**config.mk**
```make
export PLATFORM = sky130hd
export DESIGN_NAME = mem_bus_arbiter
export DESIGN_NICKNAME = d
export VERILOG_FILES = /design/src/rtl/mem_bus_arbiter_pkg.sv /design/src/rtl/mem_bus_arbiter_rr_picker.sv /design/src/rtl/mem_bus_arbiter.sv
export SDC_FILE = /design/constraint.sdc
export NUM_CORES = 1
export LEC_CHECK = 0
export CORE_MARGIN = 8
export CORE_UTILIZATION = 34
export DETAILED_ROUTE_END_ITERATION = 7
export PLACE_DENSITY_LB_ADDON = 0.2
export REMOVE_ABC_BUFFERS = 1
export SYNTH_ARGS = -nofsm -noshare
export SYNTH_HDL_FRONTEND = slang
export SYNTH_SLANG_ARGS = --single-unit
```
**constraint.sdc**
```tcl
create_clock -name CLK -period 3 [get_ports CLK]
set_input_delay 0.45 -clock CLK [delete_from_list [all_inputs] [get_ports CLK]]
set_output_delay 0.45 -clock CLK [all_outputs]
set_load 0.005 [all_outputs]
```
**src/rtl/mem_bus_arbiter_pkg.sv**
```systemverilog
`default_nettype none
// ============================================================================
//  Module      : custom_types_pkg
//  Description : Shared types and default sizing for the memory bus arbiter.
//  Revision    : 1.0 - initial release
// ============================================================================
package custom_types_pkg;

    localparam int CACHE_W   = 2;
    localparam int ARB_NREQ  = CACHE_W;
    localparam int ARB_BURST = 2;

    typedef enum logic [1:0] {
        FREE   = 2'd0,
        BUSY   = 2'd1,
        ACCESS = 2'd2,
        ERROR  = 2'd3
    } ramstate_t;

    typedef enum logic [1:0] {
        ARB_IDLE = 2'd0,
        ARB_XFER = 2'd1,
        ARB_DONE = 2'd2
    } arb_state_t;

endpackage
`default_nettype wire

```
**src/rtl/mem_bus_arbiter_rr_picker.sv**
```systemverilog
`default_nettype none
// ============================================================================
//  Module      : rr_picker
//  Description : Combinational rotate-priority selector; the first set bit of
//                i_req at or after i_ptr (wrapping modulo NREQ) wins.
//  Revision    : 1.0 - initial release
// ============================================================================
module rr_picker #(
    parameter int NREQ  = 2,
    parameter int IDX_W = $clog2(NREQ)
) (
    input  logic [NREQ-1:0]  i_req,
    input  logic [IDX_W-1:0] i_ptr,
    output logic             o_valid,
    output logic [IDX_W-1:0] o_idx
);

    localparam int SUM_W = IDX_W + 1;

    logic [2*NREQ-1:0] w_dbl;
    logic [NREQ-1:0]   w_rot;
    logic [SUM_W-1:0]  w_off;
    logic [SUM_W-1:0]  w_sum;

    // Rotating a doubled copy puts requester i_ptr at bit 0 without any
    // power-of-two assumption on NREQ.
    assign w_dbl = {i_req, i_req} >> i_ptr;
    assign w_rot = w_dbl[NREQ-1:0];

    always_comb begin
        w_off = '0;
        for (int k = NREQ - 1; k >= 0; k--) begin
            if (w_rot[k]) begin
                w_off = SUM_W'(k);
            end
        end
    end

    assign w_sum   = {1'b0, i_ptr} + w_off;
    assign o_valid = |i_req;
    assign o_idx   = (w_sum >= SUM_W'(NREQ)) ? IDX_W'(w_sum - SUM_W'(NREQ))
                                             : w_sum[IDX_W-1:0];

endmodule
`default_nettype wire

```
**src/rtl/mem_bus_arbiter.sv**
```systemverilog
`default_nettype none
// ============================================================================
//  Module      : mem_bus_arbiter
//  Description : Round-robin arbiter of NREQ cache channels onto one RAM port,
//                holding each grant for a BURST_LEN-word block transfer.
//                Optional MEM_BUS_ARB_WRITE_PRIO_EN: pending writes win over
//                reads (round-robin within writers).
//  Revision    : 1.0 - initial release
// ============================================================================
module mem_bus_arbiter
    import custom_types_pkg::*;
#(
    parameter int NREQ      = ARB_NREQ,
    parameter int BURST_LEN = ARB_BURST,
    parameter int IDX_W     = $clog2(NREQ)
) (
    input  logic               CLK,
    input  logic               RST,
    input  logic [NREQ-1:0]    req_valid,
    input  logic [NREQ-1:0]    req_write,
    input  logic [NREQ*32-1:0] req_addr,
    input  logic [NREQ*32-1:0] req_wdata,
    output logic [NREQ-1:0]    gnt,
    output logic [NREQ-1:0]    rvalid,
    output logic [NREQ-1:0]    wready,
    output logic [NREQ-1:0]    done,
    output logic [31:0]        rdata,
    output logic               ramREN,
    output logic               ramWEN,
    output logic [31:0]        ramaddr,
    output logic [31:0]        ramstore,
    input  logic [31:0]        ramload,
    input  ramstate_t          ramstate
);

    localparam int BEAT_W = $clog2(BURST_LEN + 1);

    arb_state_t         r_state;
    logic [IDX_W-1:0]   r_owner;
    logic [BEAT_W-1:0]  r_beat;
    logic [31:0]        r_base;
    logic               r_wr;
    logic [IDX_W-1:0]   r_rr_ptr;

    logic [31:0]        w_addr  [NREQ];
    logic [31:0]        w_wdata [NREQ];
    logic               w_pick_valid;
    logic [IDX_W-1:0]   w_pick_idx;

    for (genvar g = 0; g < NREQ; g++) begin : g_unpack
        assign w_addr[g]  = req_addr[g*32 +: 32];
        assign w_wdata[g] = req_wdata[g*32 +: 32];
    end

`ifdef MEM_BUS_ARB_WRITE_PRIO_EN
    logic               w_wr_valid;
    logic [IDX_W-1:0]   w_wr_idx;
    logic               w_any_valid;
    logic [IDX_W-1:0]   w_any_idx;

    rr_picker #(.NREQ(NREQ), .IDX_W(IDX_W)) u_pick_wr (
        .i_req   (req_valid & req_write),
        .i_ptr   (r_rr_ptr),
        .o_valid (w_wr_valid),
        .o_idx   (w_wr_idx)
    );

    rr_picker #(.NREQ(NREQ), .IDX_W(IDX_W)) u_pick_any (
        .i_req   (req_valid),
        .i_ptr   (r_rr_ptr),
        .o_valid (w_any_valid),
        .o_idx   (w_any_idx)
    );

    assign w_pick_valid = w_any_valid;
    assign w_pick_idx   = w_wr_valid ? w_wr_idx : w_any_idx;
`else
    rr_picker #(.NREQ(NREQ), .IDX_W(IDX_W)) u_pick_any (
        .i_req   (req_valid),
        .i_ptr   (r_rr_ptr),
        .o_valid (w_pick_valid),
        .o_idx   (w_pick_idx)
    );
`endif

    always_ff @(posedge CLK or posedge RST) begin
        if (RST) begin
            r_state  <= ARB_IDLE;
            r_owner  <= '0;
            r_beat   <= '0;
            r_base   <= '0;
            r_wr     <= 1'b0;
            r_rr_ptr <= '0;
        end else begin
            case (r_state)
                ARB_IDLE: begin
                    if (w_pick_valid) begin
                        r_owner <= w_pick_idx;
                        r_base  <= w_addr[w_pick_idx];
                        r_wr    <= req_write[w_pick_idx];
                        r_beat  <= '0;
                        r_state <= ARB_XFER;
                    end
                end
                ARB_XFER: begin
                    // BUSY/FREE stall; ERROR retries the same beat.
                    if (ramstate == ACCESS) begin
                        r_beat <= r_beat + 1'b1;
                        if (r_beat == BEAT_W'(BURST_LEN - 1)) begin
                            r_state <= ARB_DONE;
                        end
                    end
                end
                ARB_DONE: begin
                    r_rr_ptr <= (r_owner == IDX_W'(NREQ - 1)) ? '0 : r_owner + 1'b1;
                    r_state  <= ARB_IDLE;
                end
                default: begin
                    r_state <= ARB_IDLE;
                end
            endcase
        end
    end

    always_comb begin
        gnt      = '0;
        rvalid   = '0;
        wready   = '0;
        done     = '0;
        ramREN   = 1'b0;
        ramWEN   = 1'b0;
        ramaddr  = '0;
        ramstore = '0;
        case (r_state)
            ARB_XFER: begin
                gnt[r_owner] = 1'b1;
                ramREN       = ~r_wr;
                ramWEN       = r_wr;
                ramaddr      = r_base + (32'(r_beat) << 2);
                ramstore     = w_wdata[r_owner];
                if (ramstate == ACCESS) begin
                    if (r_wr) begin
                        wready[r_owner] = 1'b1;
                    end else begin
                        rvalid[r_owner] = 1'b1;
                    end
                end
            end
            ARB_DONE: begin
                gnt[r_owner]  = 1'b1;
                done[r_owner] = 1'b1;
            end
            default: begin
            end
        endcase
    end

    assign rdata = ramload;

endmodule
`default_nettype wire

```
## Word-level counts from Yosys, hierarchy flattened

Cells that the tools add are included.

- Input bits: 168
- Word-level logic and storage cells: 69
- Output and inout bits: 106
- Flip-flop bits (word level): 39

- Reduce and logical (&&, ||, !) cells: 8
- Magnitude comparators: 6
- $add $sub $neg: 5
- Muxes and demuxes: 33
- Equality and inequality tests: 7
- Bitwise operators: 3
- Shift operators: 1

Operators by type and width:

| kind | count |
|---|---|
| two-way mux 32 bit | 8 |
| adder 32 x 4 -> 32 bit | 1 |
| two-way mux 2 bit | 13 |
| two-way mux 1 bit | 9 |
| one-hot mux 2 bit (2 select lines) | 2 |
| >= comparator 2 bit (second input constant) | 3 |
| AND reduction 3 bit | 2 |
| == test 2 x 1 -> 1 bit (second input constant) | 2 |
| == test 2 bit (second input constant) | 2 |
| < comparator 1 x 2 -> 1 bit (second input constant) | 2 |
| inequality test 2 bit (second input constant) | 2 |
| NOT 1 -> 2 bit | 2 |
| OR reduction 2 bit | 2 |
| right shift 4 x 1 -> 2 bit | 1 |
| adder 1 x 1 -> 2 bit | 1 |
| adder 2 x 1 -> 2 bit (second input constant) | 1 |
| zero test 2 bit | 1 |
| inequality test 2 x 1 -> 1 bit (second input constant) | 1 |
| AND reduction 2 bit | 1 |
| nonzero test 2 bit | 1 |
| adder 1 bit (second input constant) | 1 |
| demux 1 bit (select 1 bit) | 1 |
| >= comparator 1 bit (second input constant) | 1 |
| logical AND 1 bit | 1 |
| other kinds (2) | 2 |

## Depth between registers and ports, before layout

- Word-level depth: 10
- Depth in mapped cells: 7

## Modules after synthesis

From an unflattened synthesis, not the netlist that was laid out.

- Cells, all modules: 433
- Area total of the unflattened synthesis: 3,477.1 µm²

By module, submodules not included:

| module | area an instance (µm²) | times used | cells each | seq. area each (µm²) |
|---|---|---|---|---|
| mem_bus_arbiter | 3,458.3 | 1 | 429 | 975.9 |
| rr_picker | 18.8 | 1 | 4 | 0.0 |

## Least setup slack after synthesis

No wires, ideal clock.

- Path kind: reg-to-output
- From: register r_beat[0]
- To: output ramaddr[26]
- Path slack: 428 ps
- Arrival time: 2,122 ps
- Path buffers: 1
- Cell stages (with the launch flop): 8
- Path through: dfrtp_1 -> ha_1 -> fa_1 -> nand4_2 -> or3_1 -> buf_2 -> or4_1 -> a21oi_1

- Cells in the longest elaborated chain, start to end: 2

RTL lines:

| element | RTL line | text |
|---|---|---|
| start: declaration | mem_bus_arbiter.sv:40 | `logic [BEAT_W-1:0] r_beat;` |
| start signal: assignment | mem_bus_arbiter.sv:108 | `r_beat <= r_beat + 1'b1;` |
| adder 32 x 4 -> 32 bit | mem_bus_arbiter.sv:139 | `ramaddr = r_base + (32'(r_beat) << 2);` |
| two-way mux 32 bit | mem_bus_arbiter.sv:134 | `case (r_state)` |
| end: declaration | mem_bus_arbiter.sv:30 | `output logic [31:0] ramaddr,` |

No other way between the ends.

## Final worst setup path

- From: register r_beat[1]
- To: output ramaddr[29]

Same word-level chain as after synthesis.

==> results.md <==
* Clock Skews at 0.00872 ns
* First drt pass iteration count at 5
* Ratio of total power to cell area at 765 mW/mm2
* Syn Inst Count at 429
* Share of the yosys chip area belonging to registers at 27.9%
* Number of port buffers at 209
* RD Place Congestion at 0.831
* Part of the cycle the worst path needs at 95.3%
* Number of buffers added by the clock tree synthesis step at 5
* Final total power at 4360 uW
* Largest vdd supply drop at 452 uV
* Clk buf depth at 2
* Antenna diodes at 0
* DRT antenna net count at 0
* Hold-fix buffers, CTS at 0
* Remaining Overflow, GRT at 0
* Flip-flop cell with the highest count after synthesis: sky130_fd_sc_hd__dfrtp_1
* Die height at 117 um
* Mean instance size in the synthesized netlist at 8.16 um2
* Library cell used as clock root buffer: sky130_fd_sc_hd__clkbuf_8
* Drt first-iter violations at 183
* Nature of the critical path endpoint: output pin
* Initial core utilization at 34.4%
* Setup TNS Final at 0 ns
* Width of the die at 117 um
* Overall global routing resource usage at 19.6%
* Num rows at 37
* Slew headroom at 30.7%
* Startpoint of the tightest hold check path: r_base[0]
* Number of global-route vias before repair at 3790
* Ports placed on the boundary at 274
* Post-layout net count at 779
* Final critical path time including I/O delays and setup at 2.86 ns
* F_max at 350 MHz
* Number of synthesis warnings at 0
* Max Slew Vio Count at 0
* HPWL after DPL at 11500 um
* Pre-CTS setup slack at -0.0589 ns
* Post-synth top area cell: sky130_fd_sc_hd__dfrtp_1
* PnR worst setup slack at 0.141 ns
* Avg WL per Cell at 19.3 um
* Routed vias at 3738
* Transition at the pin with the smallest max-transition slack at 1.04 ns
* Total count of hold-check failures in the final report at 0
* Vias per inst at 5.04
* CTS tree: built
* Area grow syn2layout at 62.9%
* Main area contributors after synthesis: sky130_fd_sc_hd__dfrtp_1 (28%), sky130_fd_sc_hd__mux2i_1 (19%), sky130_fd_sc_hd__buf_4 (7.1%), sky130_fd_sc_hd__o21ai_0 (5.6%), sky130_fd_sc_hd__nor2_1 (5.6%)
* Hold Crit Class: register to register
* Post-route insts no fill at 741
* Arrival time of data at the critical path endpoint at 2.41 ns
* MaxCap Viol Count at 0
* Critical Path RT at 2.55 ns
* Clock latency reported for the late side of the worst-skew pair at 0.29 ns
* Syn Std Cell Area at 0.00350 mm2
* Distinct cell type count after synthesis at 45
* Antenna violations before repair at 0
* Count of endpoints failing setup in the final report at 0
* H-tree Lvls at 2
* Core box area at 0.0102 mm2
* Startpoint of the worst-slack reg-to-reg timing path: r_rr_ptr
* Result of the run: finished clean
* Wire length of the first global-routing pass at 21700 um
* Post-route DRC violation count at 0
* Yosys top cell area share at 27.9%
* Placed Cells at 726
* Clock sinks at 39
* Unrepaired setup endpoints after global routing: false
* Synthesized flop and latch total at 39
* Crit Path Max Fanout at 10
* Most instantiated cells after synthesis: sky130_fd_sc_hd__mux2i_1 (68), sky130_fd_sc_hd__nor2_1 (52), sky130_fd_sc_hd__nand2_1 (45)
* Fraction of layout cells with a size suffix above 1 at 8.43%
* WS Path Type: register to output pin
* Wirelength, routed at 14300 um
* Async SR Flop Fraction at 100%
* Origin of the worst setup path: r_beat[1]
* Clock slew at the register clock pins of the worst setup and hold paths at 0.08 ns
* P_leak at 0.00243 uW
* Util after Layout at 56.0%
* Kind of start point of the critical path: register
* DIE AREA at 0.0138 mm2
* EDFF count, synth at 0
* Largest net degree at the start of global routing at 67
* Most common cell in the netlist: sky130_fd_sc_hd__mux2i_1
per-layer routing:
metal	track usage, %	routed length (um)	vias to the layer above
met3	8.97	1520	6
met2	32.0	6570	189
li1	-	-	1825
met5	0.735	0	-
met4	3.36	103	0
met1	23.3	6120	1718
worst paths after layout:
| check | end | cells after the start | slack, ns |
|---|---|---|---|
| min reg2reg | r_base[0] | 2 | 0.49 |
| min | r_base[0] | 2 | 0.49 |
| min in group asynchronous | r_base[24] | 2 | 0.66 |
| max | ramaddr[29] | 7 | 0.14 |
| max in group asynchronous | r_owner | 2 | 1.74 |
| max reg2reg | r_base[28] | 3 | 1.09 |
worst max-delay path: stages (launching register included):
cell and delay [ns]:
sky130_fd_sc_hd__dfrtp_1 0.42, sky130_fd_sc_hd__ha_1 0.31, sky130_fd_sc_hd__a21o_1 0.17, sky130_fd_sc_hd__nand2b_4 0.12, sky130_fd_sc_hd__buf_4 0.16, sky130_fd_sc_hd__or4_1 0.49
sky130_fd_sc_hd__a21oi_2 0.18, sky130_fd_sc_hd__dlygate4sd2_1 0.27
logic make-up (layout without fill, tap and decap cells):
| kind of cell | Yosys count | after routing | share of synthesized area [%] |
|---|---|---|---|
| DFF | 39 | 39 | 27.9 |
| and+or+nand+nor | 165 | 165 | 23.8 |
| AOI/OAI and AO/OA | 68 | 68 | 10.8 |
| buffers and inverters | 66 | 242 | 11.3 |
| muxes | 69 | 69 | 19.8 |
| xor gates and xnor gates | 14 | 14 | 3.50 |
| adders and majority gates | 8 | 8 | 3.00 |
flip-flops by register name (all words and copies together) (netlist names):
| name | cells |
|---|---|
| r_rr_ptr | 1 |
| r_beat | 2 |
| r_wr | 1 |
| r_owner | 1 |
| r_state | 2 |
| r_base | 32 |
per-stage QoR:
| step | cell area (um2) | hold WS, ns |
|---|---|---|
| 6_report | 5700 | 0.487 |
| 3_3_place_gp | 5490 | 0.459 |
| 3_5_place_dp | 5490 | 0.475 |
| 2_1_floorplan | 3130 | 0.442 |
| 5_1_grt | 5700 | 0.532 |
| 4_1_cts | 5670 | 0.494 |
cell type report:
type	instances	area, um2
multi-input cells	324	2190
inverters	6	25.0
flip-flops and latches	39	978
clock inverters	2	35.0
repair buffers	228	2230
fillers	936	4480
clock buffers	6	82.6
well taps	136	170
placed cells by master (no fill, tap or decap), types with 7 or more instances in the layout:
cell and count:
sky130_fd_sc_hd__nand4_1 7, sky130_fd_sc_hd__a21oi_1 13, sky130_fd_sc_hd__and2_1 7, sky130_fd_sc_hd__dlygate4sd2_1 7, sky130_fd_sc_hd__mux2i_1 68, sky130_fd_sc_hd__xnor2_1 7
sky130_fd_sc_hd__dfrtp_1 37, sky130_fd_sc_hd__nand3_1 11, sky130_fd_sc_hd__nand2_1 45, sky130_fd_sc_hd__xor2_1 7, sky130_fd_sc_hd__o21ai_0 38, sky130_fd_sc_hd__nor2_1 52
sky130_fd_sc_hd__clkdlybuf4s50_1 196, sky130_fd_sc_hd__buf_4 19
report_power, final:
| part | leakage, uW | internal [uW] | switching [uW] |
|---|---|---|---|
| Combinational | 0.00190 | 1510 | 1180 |
| Sequential | 0.000477 | 783 | 431 |
| Clock | 0.0000612 | 269 | 194 |
| Total | 0.00243 | 2560 | 1800 |
repair_timing:
item / 4_1_cts / 5_1_grt
resized for setup: 19 / 13
gates cloned: 0 / 0
setup buffers: 6 / 1
setup endpoints to repair: 14 / 30
pin swaps: 2 / 1
Power figures use the tool's default switching activity.
